`src/rtl/jk_bank_sequencer.sv`:
```
// Command-driven controller for an external bank of JK flip-flops.
// Decodes one command per handshake into per-bit J/K drive, then reads Q back and checks it
// against the value the command should have produced. COUNT ops repeat the apply/check step.
module jk_bank_sequencer #(
   parameter int unsigned WIDTH = 4,
   parameter int unsigned CNT_W = 8
) (
   input  logic             clk,
   input  logic             rst,
   input  logic             cmd_valid,
   output logic             cmd_ready,
   input  logic [2:0]       cmd_op,
   input  logic [WIDTH-1:0] cmd_data,
   input  logic [CNT_W-1:0] cmd_count,
   input  logic [WIDTH-1:0] q,
   output logic [WIDTH-1:0] j,
   output logic [WIDTH-1:0] k,
   output logic             busy,
   output logic             done,
   output logic             err,
   output logic [CNT_W-1:0] steps_done
);

   typedef enum logic [1:0] {StIdle, StApply, StCheck} state_e;

   localparam logic [2:0] OpHold  = 3'd0;
   localparam logic [2:0] OpClear = 3'd1;
   localparam logic [2:0] OpSet   = 3'd2;
   localparam logic [2:0] OpLoad  = 3'd3;
   localparam logic [2:0] OpInv   = 3'd4;
   localparam logic [2:0] OpUp    = 3'd5;
   localparam logic [2:0] OpDown  = 3'd6;
   localparam logic [2:0] OpRsvd  = 3'd7;

   localparam logic [WIDTH-1:0] QOne    = WIDTH'(1);
   localparam logic [CNT_W:0]   StepOne = (CNT_W + 1)'(1);

   state_e           state_q;
   logic [2:0]       op_q;
   logic [WIDTH-1:0] data_q;
   logic [CNT_W-1:0] count_q;
   logic [WIDTH-1:0] expected_q;
   logic             done_q;
   logic             err_q;
   logic [CNT_W-1:0] steps_q;

   logic [WIDTH-1:0] up_t;
   logic [WIDTH-1:0] dn_t;
   logic [WIDTH-1:0] next_val;
   logic [CNT_W:0]   steps_inc;
   logic             op_is_count;

   // Toggle enables for binary count: bit i flips when all lower bits are 1 (up) or 0 (down)
   always_comb begin
      logic all_ones;
      logic all_zero;
      up_t     = '0;
      dn_t     = '0;
      all_ones = 1'b1;
      all_zero = 1'b1;
      for (int i = 0; i < WIDTH; i++) begin
         up_t[i]  = all_ones;
         dn_t[i]  = all_zero;
         all_ones = all_ones & q[i];
         all_zero = all_zero & ~q[i];
      end
   end

   // J/K drive is only non-zero during APPLY; value the bank should hold after the APPLY edge
   always_comb begin
      j        = '0;
      k        = '0;
      next_val = q;
      case (op_q)
         OpClear: begin
            k        = '1;
            next_val = '0;
         end
         OpSet: begin
            j        = '1;
            next_val = '1;
         end
         OpLoad: begin
            j        = data_q;
            k        = ~data_q;
            next_val = data_q;
         end
         OpInv: begin
            j        = '1;
            k        = '1;
            next_val = ~q;
         end
         OpUp: begin
            j        = up_t;
            k        = up_t;
            next_val = q + QOne;
         end
         OpDown: begin
            j        = dn_t;
            k        = dn_t;
            next_val = q - QOne;
         end
         default: begin
            j        = '0;
            k        = '0;
            next_val = q;
         end
      endcase
      if (state_q != StApply) begin
         j = '0;
         k = '0;
      end
   end

   assign op_is_count = (op_q == OpUp) || (op_q == OpDown);
   assign steps_inc   = {1'b0, steps_q} + StepOne;
   assign cmd_ready   = (state_q == StIdle) && !rst;
   assign busy        = (state_q != StIdle);
   assign done        = done_q;
   assign err         = err_q;
   assign steps_done  = steps_q;

   // Sequencer FSM with registered completion flags and step counter
   always_ff @(posedge clk) begin
      if (rst) begin
         state_q    <= StIdle;
         op_q       <= OpHold;
         data_q     <= '0;
         count_q    <= '0;
         expected_q <= '0;
         done_q     <= 1'b0;
         err_q      <= 1'b0;
         steps_q    <= '0;
      end else begin
         done_q <= 1'b0;
         case (state_q)
            StIdle: begin
               if (cmd_valid && cmd_ready) begin
                  op_q    <= cmd_op;
                  data_q  <= cmd_data;
                  count_q <= cmd_count;
                  steps_q <= '0;
                  err_q   <= 1'b0;
                  if (cmd_op == OpRsvd) begin
                     done_q <= 1'b1;
                     err_q  <= 1'b1;
                  end else if (((cmd_op == OpUp) || (cmd_op == OpDown)) && (cmd_count == '0)) begin
                     done_q <= 1'b1;
                  end else begin
                     state_q <= StApply;
                  end
               end
            end
            StApply: begin
               expected_q <= next_val;
               state_q    <= StCheck;
            end
            StCheck: begin
               steps_q <= steps_inc[CNT_W-1:0];
               if (q != expected_q) begin
                  // Mismatch abandons any remaining count steps
                  state_q <= StIdle;
                  done_q  <= 1'b1;
                  err_q   <= 1'b1;
               end else if (op_is_count && (steps_inc < {1'b0, count_q})) begin
                  state_q <= StApply;
               end else begin
                  state_q <= StIdle;
                  done_q  <= 1'b1;
                  err_q   <= 1'b0;
               end
            end
            default: state_q <= StIdle;
         endcase
      end
   end

endmodule

```
`config.mk`:
```
export PLATFORM = sky130hd
export DESIGN_NAME = jk_bank_sequencer
export DESIGN_NICKNAME = d
export VERILOG_FILES = /design/src/rtl/jk_bank_sequencer.sv
export SDC_FILE = /design/constraint.sdc
export NUM_CORES = 1
export LEC_CHECK = 0
export CELL_PAD_IN_SITES_DETAIL_PLACEMENT = 1
export CELL_PAD_IN_SITES_GLOBAL_PLACEMENT = 2
export CORE_MARGIN = 1.5
export CORE_UTILIZATION = 29
export CTS_CLUSTER_DIAMETER = 120
export CTS_CLUSTER_SIZE = 30
export DETAILED_ROUTE_END_ITERATION = 10
export HOLD_SLACK_MARGIN = 0.03
export PLACE_DENSITY_LB_ADDON = 0.12
export RECOVER_POWER = 25
export SLEW_MARGIN = 5
export SYNTH_ARGS = -nofsm -noshare
export SYNTH_HDL_FRONTEND = slang
export SYNTH_SLANG_ARGS = --single-unit
```
`constraint.sdc`:
```
create_clock -name clk -period 2.9 [get_ports clk]
set_input_delay 0.29 -clock clk [delete_from_list [all_inputs] [get_ports clk]]
set_output_delay 0.29 -clock clk [all_outputs]
set_load 0.03 [all_outputs]
```
==> results of run 1 <==
[Yosys cell counts (2+ instances only)]
library cell	n
mux2i_1	2
inv_1	14
o21ai_0	17
and2_1	2
ha_1	10
nand3_1	13
a211oi_1	4
nor2b_1	2
or3_1	2
and3_1	2
xor2_1	2
a31oi_1	2
nor2_4	2
a22o_1	2
a311oi_1	2
nor2_1	15
dfxtp_1	31
o211ai_1	2
o31ai_1	10
a21o_1	7
clkbuf_1	11
a221oi_1	3
nand2b_1	2
nor3_1	11
a21oi_1	22
nand4_1	5
nand2_1	44
buf_2	5
xnor2_1	10
[worst min-delay path, stage by stage (launching register included)]
cell     delay (ns)
dfxtp_1        0.32
nand2_1        0.06
a21oi_1        0.05
[worst min path at each step]
stage | end | slack, ns
finish | expected_q[1] | 0.47
global route | expected_q[1] | 0.50
CTS | count_q[0] | 0.47
detailed placement | expected_q[1] | 0.47
global placement | expected_q[1] | 0.46
floorplan | count_q[1] | 0.40
[layout make-up]
cell class,count,share of cell area (%)
clock buffer,7,2.85
multi-input combinational,209,48.6
sequential,31,23.2
inverter,16,2.43
tap,96,4.48
timing repair buffer,52,18.3
clock inverter,1,0.187
[power groups by stage]
stage / Sequential, mW / Clock, mW / Combinational, mW
6_report: 0.477 / 0.333 / 0.248
5_1_grt: 0.481 / 0.371 / 0.277
4_1_cts: 0.477 / 0.347 / 0.253
3_5_place_dp: 0.487 / 0 / 0.250
3_3_place_gp: 0.486 / 0 / 0.248
2_1_floorplan: 0.474 / 0 / 0.162
[cells by family after synthesis]
kind of cell	count (synthesis)
DFF	31
buffers and inverters	33
xor gates and xnor gates	12
muxes	2
adders and majority gates	11
and+or+nand+nor	106
AOI/OAI and AO/OA	78
[cell usage in the layout, fill, tap and decap left out, drive strengths merged, types with 3 or more instances in the layout]
cell / n
nor3: 11
nor2: 17
dfxtp: 31
nand3: 13
clkbuf: 8
o21ai: 18
a21o: 7
ha: 10
buf: 10
nand2: 44
o31ai: 10
a211oi: 4
a21oi: 22
nand4: 5
clkdlybuf4s50: 41
xnor2: 10
inv: 16
a221oi: 3
[sequential cells by signal, indices dropped and copies added, names as in the netlist]
register	count
count_q	8
steps_done	8
data_q	4
expected_q	4
op_q	3
state_q	2
done	1
err	1
[through the flow]
| stage | worst slack [ns] | hold WS, ns |
|---|---|---|
| 3_5_place_dp | 0.259 | 0.466 |
| 2_1_floorplan | 0.245 | 0.398 |
| 5_1_grt | 0.0527 | 0.503 |
| 6_report | 0.265 | 0.468 |
| 4_1_cts | 0.255 | 0.472 |
| 3_3_place_gp | 0.308 | 0.455 |
[layer usage]
metal	share of wire [%]	track usage, %
met5	0	0
met4	1.5	5.19
met3	2.2	3.22
met2	50	32.0
met1	46	22.9
==> flow_summary.json, run 1 <==
{
  "post_cts_resize_count": 0,
  "place_inst": 404,
  "postCtsSetupRepairBufs": 0,
  "cts.sinks": 31,
  "die_h_um": 87.4,
  "rrSetupSlack_ns": 0.28,
  "start_kind": "input port",
  "setup_viol": 0,
  "crit_end": "k[3]",
  "worst-path-buf-inv": 2,
  "path_cells": "clkdlybuf4s50_1 -> nand2_1 -> nor3b_1 -> a22o_1 -> a21oi_1 -> nor3_1 -> clkdlybuf4s50_1",
  "synth_xor_area_share_pct": 5.09,
  "vias": 2092,
  "ys.warnings.count": 0,
  "skew_ns": 0.00928,
  "port_buffers": 41,
  "synth_mux_area_share_pct": 0.969,
  "yosysUniqueCellTypes": 46,
  "finalCriticalPeriod_ns": 2.63,
  "yosys.area_share.simple_pct": 25.4,
  "r2r_start": "steps_done[3]",
  "hold-path-cell-count": 2,
  "synth_top_area_share_pct": 30.0,
  "worst_skew_pair.late_latency_ns": 0.28,
  "initial_core_util_pct": 30.2,
  "cts_made_buffers": 5,
  "ys_ff_latch": 31,
  "p_seq_share_pct": 45.1,
  "grt_pass1_wl_mm": 10.8,
  "syn_nets": 306,
  "yosys-top-cells-area": "dfxtp_1, nand2_1, ha_1, a21oi_1, xnor2_1",
  "relSlewSlack_pct": 11.0,
  "num-fill-cells": 870,
  "yosysSeqAreaShare_pct": 30.0,
  "antenna_cells": 0,
  "synth-async-reset-ratio_pct": 0,
  "avgSynthCellArea_um2": 7.57,
  "reg2regPathDepth": 10,
  "antenna_found_initial": 0,
  "status": "complete, no violations",
  "die-area_mm2": 0.00764,
  "cp.arrival_ns": 2.34,
  "first_iter_violations": 74,
  "r2r-end": "state_q[0]",
  "slew_violations": 0,
  "grt_setup_unrepaired": "false",
  "cp.required_ns": 2.61,
  "worstHoldPathType": "reg2reg",
  "grt_pass1_vias": 2164,
  "wl_per_cell_um": 15.3,
  "synth_area_mm2": 0.00207,
  "swShare_pct": 31.2,
  "synthAdderAreaFrac_pct": 7.03,
  "critPathKind": "in2out",
  "synth_top_family_by_area": "simple AND/OR/NAND/NOR gates",
  "path_max_fanout": 3,
  "p_total_mw": 1.06,
  "ant_nets": 0,
  "first_pass_iters": 4,
  "crit_top_cell": "clkdlybuf4s50_1",
  "hp-start": "expected_q[1]",
  "fmax_mhz": 380,
  "cp-end-kind": "output pin",
  "final_nets": 348,
  "io_pins": 42,
  "power_switching_mw": 0.330,
  "crit_start": "q[0]",
  "clkPwrFrac_pct": 31.4,
  "fin_tns_setup_ns": 0,
  "hold_viol": 0,
  "period_share_pct": 90.9,
  "synth_ff_type": "dfxtp_1",
  "synth_compound_area_share_pct": 24.5,
  "final_cell_area_mm2": 0.00268,
  "routed_wl_mm": 6.28,
  "cts_root_buf": "clkbuf_8",
  "cp.depth": 7,
  "cts_buffer_depth": 2,
  "drive_above_1_share_pct": 7.59,
  "multi_input_comb_area_mm2": 0.00130,
  "drc": 0,
  "combPwrFrac_pct": 23.5,
  "p_int_mw": 0.727,
  "synth_area_leader_cell": "dfxtp_1",
  "fin_util_pct": 39.2,
  "critPathTopFamily": "buffers and inverters",
  "cp_slowest_cell": "clkdlybuf4s50_1",
  "rows": 30,
  "clk_pin_slew_ns": 0.06,
  "cts_tree": "yes",
  "track_usage_pct": 18.3,
  "gp_routability_congestion": 0.760,
  "die_w_um": 87.4,
  "instances_no_fill": 412,
  "drv_cap": 0,
  "tightestPinTransition_ns": 1.33,
  "regArea_um2": 621,
  "via_per_inst": 5.08,
  "area_growth_syn_to_layout_pct": 29.7,
  "coreArea_mm2": 0.00683,
  "ir_worst_vdd_uv": 175,
  "syn_inst": 273,
  "p_leak_nw": 0.981,
  "synth_enable_flop_cells": 0,
  "overflow": 0,
  "hold_buffers": 0,
  "powerDensity_mw_per_mm2": 395,
  "htree_levels": 2,
  "grt_max_degree": 33,
  "post_dp_cell_area_mm2": 0.00260,
  "dp_hpwl_mm": 4.75,
  "cpPeakStageDelay_ns": 0.70
}
(Power assumes the default switching activity.)
==> inputs of run 2 (changes only) <==
Settings changed: GPL_ROUTABILITY_DRIVEN set to 0.
==> results of run 2 <==
Final layout, timing and power as in run 1 (identical DEF).
==> inputs of run 3 (changes only) <==
Settings changed: TNS_END_PERCENT set to 10.
==> results of run 3 <==
Final layout, timing and power as in run 1 (identical DEF).
==> edit 1, RTL diff (flow settings as in run 1) <==
Reset style: asynchronous (`rst`), changed in one clocked block.
--- a/src/rtl/jk_bank_sequencer.sv
+++ b/src/rtl/jk_bank_sequencer.sv
@@ -121,7 +121,7 @@
    assign steps_done  = steps_q;
 
    // Sequencer FSM with registered completion flags and step counter
-   always_ff @(posedge clk) begin
+   always_ff @(posedge clk or posedge rst) begin
       if (rst) begin
          state_q    <= StIdle;
          op_q       <= OpHold;
Formal check against the unedited RTL: differs if rst is asserted again (counterexample within 4 cycles, from zero or initial values and one cycle with rst high); with rst held inactive, the same outputs for 10 cycles.
==> edit 1 against run 1 <==
- the flow now finishes with violations (capacitance limit, slew limit)
- clock skew down 0.0027 ns
- critical path type unchanged
- area after synthesis rose by 0.24%
- core utilization barely moved
- final area is essentially flat
- via count down 8.2%
- largest cell class unchanged
- worst setup slack improved by 0.015 ns
- routed wire length down 4.1%
- sequential cell count unchanged
- die area is 0.23% higher
Power is not compared: it rests on default switching activity, and its combinational part moved more than twofold at a synthesized area within 25%.
==> edit 1: results (changes against run 1) <==
Status
  • Status: finished with violations
  • Failing checks: capacitance limit, slew limit

Placement
  • Placed Cells: 380 (-5.9%)
  • Gpl congestion: 0.7612 (+0.18%)
  • Dpl hpwl: 4.515 mm (-5.0%)
  • Post-DP Area: 2584 µm² (-0.67%)

Logic synthesis
  • Post-Synth Adder-Cell Area: 7.009% (-0.017 points)
  • Mapped Cells: 249 (-8.8%)
  • Post-synth EDFFs: 0 (unchanged)
  • Post-Synth XOR/XNOR Area: 5.921% (+0.83 points)
  • Async set-reset flop share out of synthesis: 100.0% (+100 points)
  • Synth Area in Compound Gates: 21.75% (-2.8 points)
  • Synth cell count leaders: nand2_1, dfrtp_1, o21ai_0
  • Synth top area cells: dfrtp_1, nand2_1, o21ai_0
  • Seq/Total Area, Yosys: 37.46% (+7.4 points)
  • Post-Syn Nets: 282 (-7.8%)
  • Netlist cell types: 50 (+8.7%)
  • Multiplexer area fraction after synthesis: 0% (-0.97 points)

Detailed routing
  • TritonRoute pass-1 iters: 3 (-1)
  • Drt wl/cell: 15.54 µm (+1.9%)
  • Starting DRT DRC Count: 26 (-65%)
  • Vias per cell: 4.951 (-2.5%)
  • Drt total wl: 6.028 mm (-4.1%)

STA
  • Final Max Tran Viols: 32 (+32)
  • Clk_skew: 0.006614 ns (-0.002662 ns)
  • Rel. slew slack: -19.79% (-31 points)

Layout
  • Final nets: 324 (-6.9%)
  • Design area: 2680 µm² (about the same)
  • FILL cells: 828 (-4.8%)
  • Fraction of layout cells with a size suffix above 1: 6.849% (-0.75 points)

Global route
  • Number of global-route vias before repair: 2003 (-7.4%)
  • Pin count of the biggest net entering global routing: 32 (-3.0%)
  • Global-route wire length before repair: 9.929 mm (-7.7%)
  • All-Layer GR Usage: 16.89% (-1.4 points)

Critical path
  • Crit-path max FO: 10 (+7)

Power
  • Leakage: 1.209 nW

Clock tree
  • H-tree Lvls: 2 (unchanged)
  • Root buffer cell: clkbuf_8

Job
  • Max Cap Viol: 1 (+1)
edit 1: critical path: cells and delay by family:
kind          cells  cell delay (ns)
simple gates      4             0.65
buf+inv           2             1.39
edit 1: cells by family (layout without fill, tap and decap cells):
family / count (synthesis) / in the layout
compound gates: 68 / 68
xor+xnor: 14 / 14
fa+ha+maj: 11 / 11
buf+inv: 31 / 74
flops: 31 / 31
simple gates: 94 / 94
edit 1: final timing paths:
kind | from | slack, ns | depth (start not counted) | endpoint
setup / recovery | q[0] | 0.28 | 6 | j[3]
hold / removal | count_q[0] | 0.48 | 2 | count_q[0]
setup reg to reg | steps_done[1] | 0.43 | 8 | done
hold reg to reg | count_q[0] | 0.48 | 2 | count_q[0]
max in group asynchronous | rst | 0.76 | 3 | count_q[6]
min in group asynchronous | rst | 1.11 | 3 | steps_done[3]
edit 1: final cells by class:
cell class                 count  share of cell area, %
inverter                      15                  2.101
tap                           96                  4.482
clock buffer                   8                  3.735
sequential                    31                  28.94
multi-input combinational    187                  42.76
timing repair buffer          51                  17.97
edit 1: power by group through the flow:
stage | Clock (W) | Sequential [W] | Combinational, W
floorplan | 0 | 0.000597 | 0.000382
global placement | 0 | 0.000591 | 0.000586
detailed placement | 0 | 0.000593 | 0.000592
CTS | 0.000392 | 0.000585 | 0.000598
global route | 0.000417 | 0.000594 | 0.000656
finish | 0.000382 | 0.000583 | 0.000585
edit 1: stage by stage:
stage               worst slack (ns)  hold WS (ns)
floorplan                     0.4782        0.3935
global placement              0.2884        0.4579
detailed placement            0.3035        0.4744
CTS                           0.2789        0.4450
global route                  0.1195        0.5090
finish                        0.2800        0.4806
edit 1: metal layers:
metal  track usage, %  wire, µm  vias up
li1                 -         -      950
met5                0         0        -
met1            20.53      2756      939
met2            30.98      3084       27
met4            4.329        58        0
met3            2.654       130        5
==> edit 2, RTL diff (settings of run 1) <==
Without the edit above. Set the parameter `WIDTH` to 6 (it was 4).
--- a/src/rtl/jk_bank_sequencer.sv
+++ b/src/rtl/jk_bank_sequencer.sv
@@ -2,7 +2,7 @@
 // Decodes one command per handshake into per-bit J/K drive, then reads Q back and checks it
 // against the value the command should have produced. COUNT ops repeat the apply/check step.
 module jk_bank_sequencer #(
-   parameter int unsigned WIDTH = 4,
+   parameter int unsigned WIDTH = 6,
    parameter int unsigned CNT_W = 8
 ) (
    input  logic             clk,
Ports: changed (resized cmd_data, j, k and q); port bits go from 42 to 50. No check against the original RTL was run, so the function may have changed too.
==> edit 2 against run 1 <==
- the flow now finishes with violations (capacitance limit, slew limit)
- sequential cell count rose by 4
- final cell count up 20%
- die area is 21% higher
- area after synthesis increased by 21%
- final area is 19% higher
- worst setup slack better by 0.010 ns
- clock power up 6.0%
- fmax is 0.39% higher
- sequential share of layout area fell by 1.3 points
- total power increased by 14%
- critical path depth down 1
- routed wire length rose by 28%
- first-iteration DRC count up 22%
- largest cell class unchanged
==> edit 2: results (changes against run 1) <==
Status
  • Status: finished with violations
  • Failing checks: capacitance limit, slew limit

Critical path
  • Max incr delay on CP: 0.67 ns (-0.03 ns)
  • Crit-path max FO: 14 (+11)
  • Reg2reg end: done
  • Flop2flop setup slack: 0.46 ns (+0.18 ns)
  • Worst Setup EP: j[3]
  • R2R Path Start: steps_done[1]
  • Worst reg-to-reg path cell count: 10 (unchanged)
  • Worst setup path start: op_q[1]

Logic synthesis
  • Synth cell count leaders: nand2_1, dfxtp_1, nor2_1
  • Post-Syn Nets: 382 (+25%)
  • Synth top area cells: dfxtp_1, nand2_1, o21ai_0
  • Netlist cell types: 52 (+13%)
  • Seq/Total Area, Yosys: 27.93% (-2.1 points)

Placement
  • Dpl hpwl: 5.940 mm (+25%)
  • Post-DP Area: 3114 µm² (+20%)
  • Gpl congestion: 0.7787 (+2.5%)
  • Port Buffer Count: 49 (+20%)

Clock tree
  • H-tree Lvls: 2 (unchanged)
  • Post-CTS setup buffer count: 0 (unchanged)

Global route
  • Pin count of the biggest net entering global routing: 40 (+21%)
  • Antenna violations before repair: 0 (unchanged)
  • All-Layer GR Usage: 18.71% (+0.44 points)
  • Global-route wire length before repair: 13.10 mm (+22%)

Min path
  • Worst Hold End: expected_q[2]
  • Worst Hold Launch: expected_q[2]
  • Hold Crit Depth: 2 (unchanged)

Layout
  • Final nets: 428 (+23%)
  • FILL cells: 1021 (+17%)
  • Fraction of layout cells with a size suffix above 1: 6.667% (-0.93 points)
  • Layout Utilization: 38.55% (-0.66 points)

Power
  • Seq. pwr: 0.000532 W (+12%)
  • Leakage: 1.263 nW (+29%)
  • Comb. pwr: 0.000320 W (+29%)
  • Internal Power: 0.0008142 W (+12%)
  • Max VDD drop: 0.2996 mV (+71%)

Detailed routing
  • Starting DRT DRC Count: 90 (+22%)
  • Drt wl/cell: 16.21 µm (+6.3%)
  • DR vias: 2548 (+22%)

STA
  • Rel. slew slack: -5.174% (-16 points)
  • Clk_skew: 0.004799 ns (-0.004477 ns)
  • Hold Slack: 0.4813 ns (+0.01328 ns)
  • Final Max Tran Viols: 34 (+34)

Floorplan
  • Core ar.: 8299 µm² (+21%)

Job
  • Max Cap Viol: 1 (+1)
-- edit 2: cell types whose count changed in the layout (fill, tap and decap cells not counted), sizes merged, moves of 4 or more --
cell / run 1 / this run
a21oi: 22 / 27
o21ai: 18 / 35
a21o: 7 / 3
xor2: 2 / 8
or3: 2 / 6
nand2b: 2 / 11
nor3: 11 / 7
dfxtp: 31 / 35
a211oi: 4 / 8
nor2: 17 / 36
-- edit 2: area by class of cell --
class / count / share of cell area (%)
flip-flops and latches: 35 / 21.90
clock inverters: 1 / 0.1564
multi-input cells: 273 / 51.86
well taps: 105 / 4.106
repair buffers: 60 / 17.95
clock buffers: 7 / 2.386
inverters: 14 / 1.643
-- edit 2: cell families after synthesis --
family                   after synthesis  share of synthesized area [%]
multiplexers                           3                          1.247
buffers and inverters                 35                          6.284
flip-flops                            35                          27.93
adder cells (fa/ha/maj)               13                          6.783
AND/OR/NAND/NOR                      138                          26.53
XOR/XNOR                              16                          5.586
AO/OA/AOI/OAI                        103                          25.64
-- edit 2: routing by layer --
layer | global-route usage, % | routed length (µm) | up-vias
li1 | - | - | 1296
met1 | 24.16 | 3880 | 1212
met2 | 32.69 | 3879 | 33
met3 | 2.291 | 174 | 7
met4 | 4.902 | 90 | 0
met5 | 0 | 0 | -
-- edit 2: stage by stage --
stage	power [W]	cells	setup slack (ns)
2_1_floorplan	0.0007388	343	0.5674
3_3_place_gp	0.0008632	487	0.2956
3_5_place_dp	0.0008661	487	0.2502
4_1_cts	0.001230	495	0.08307
5_1_grt	0.001282	495	0.04394
6_report	0.001206	495	0.2755
-- edit 2: critical path: cells and delay by family, from the launching register on --
kind | cells | cell delay (ns)
flops | 1 | 0.45
simple gates | 4 | 0.86
buf+inv | 1 | 0.67
compound gates | 1 | 0.07
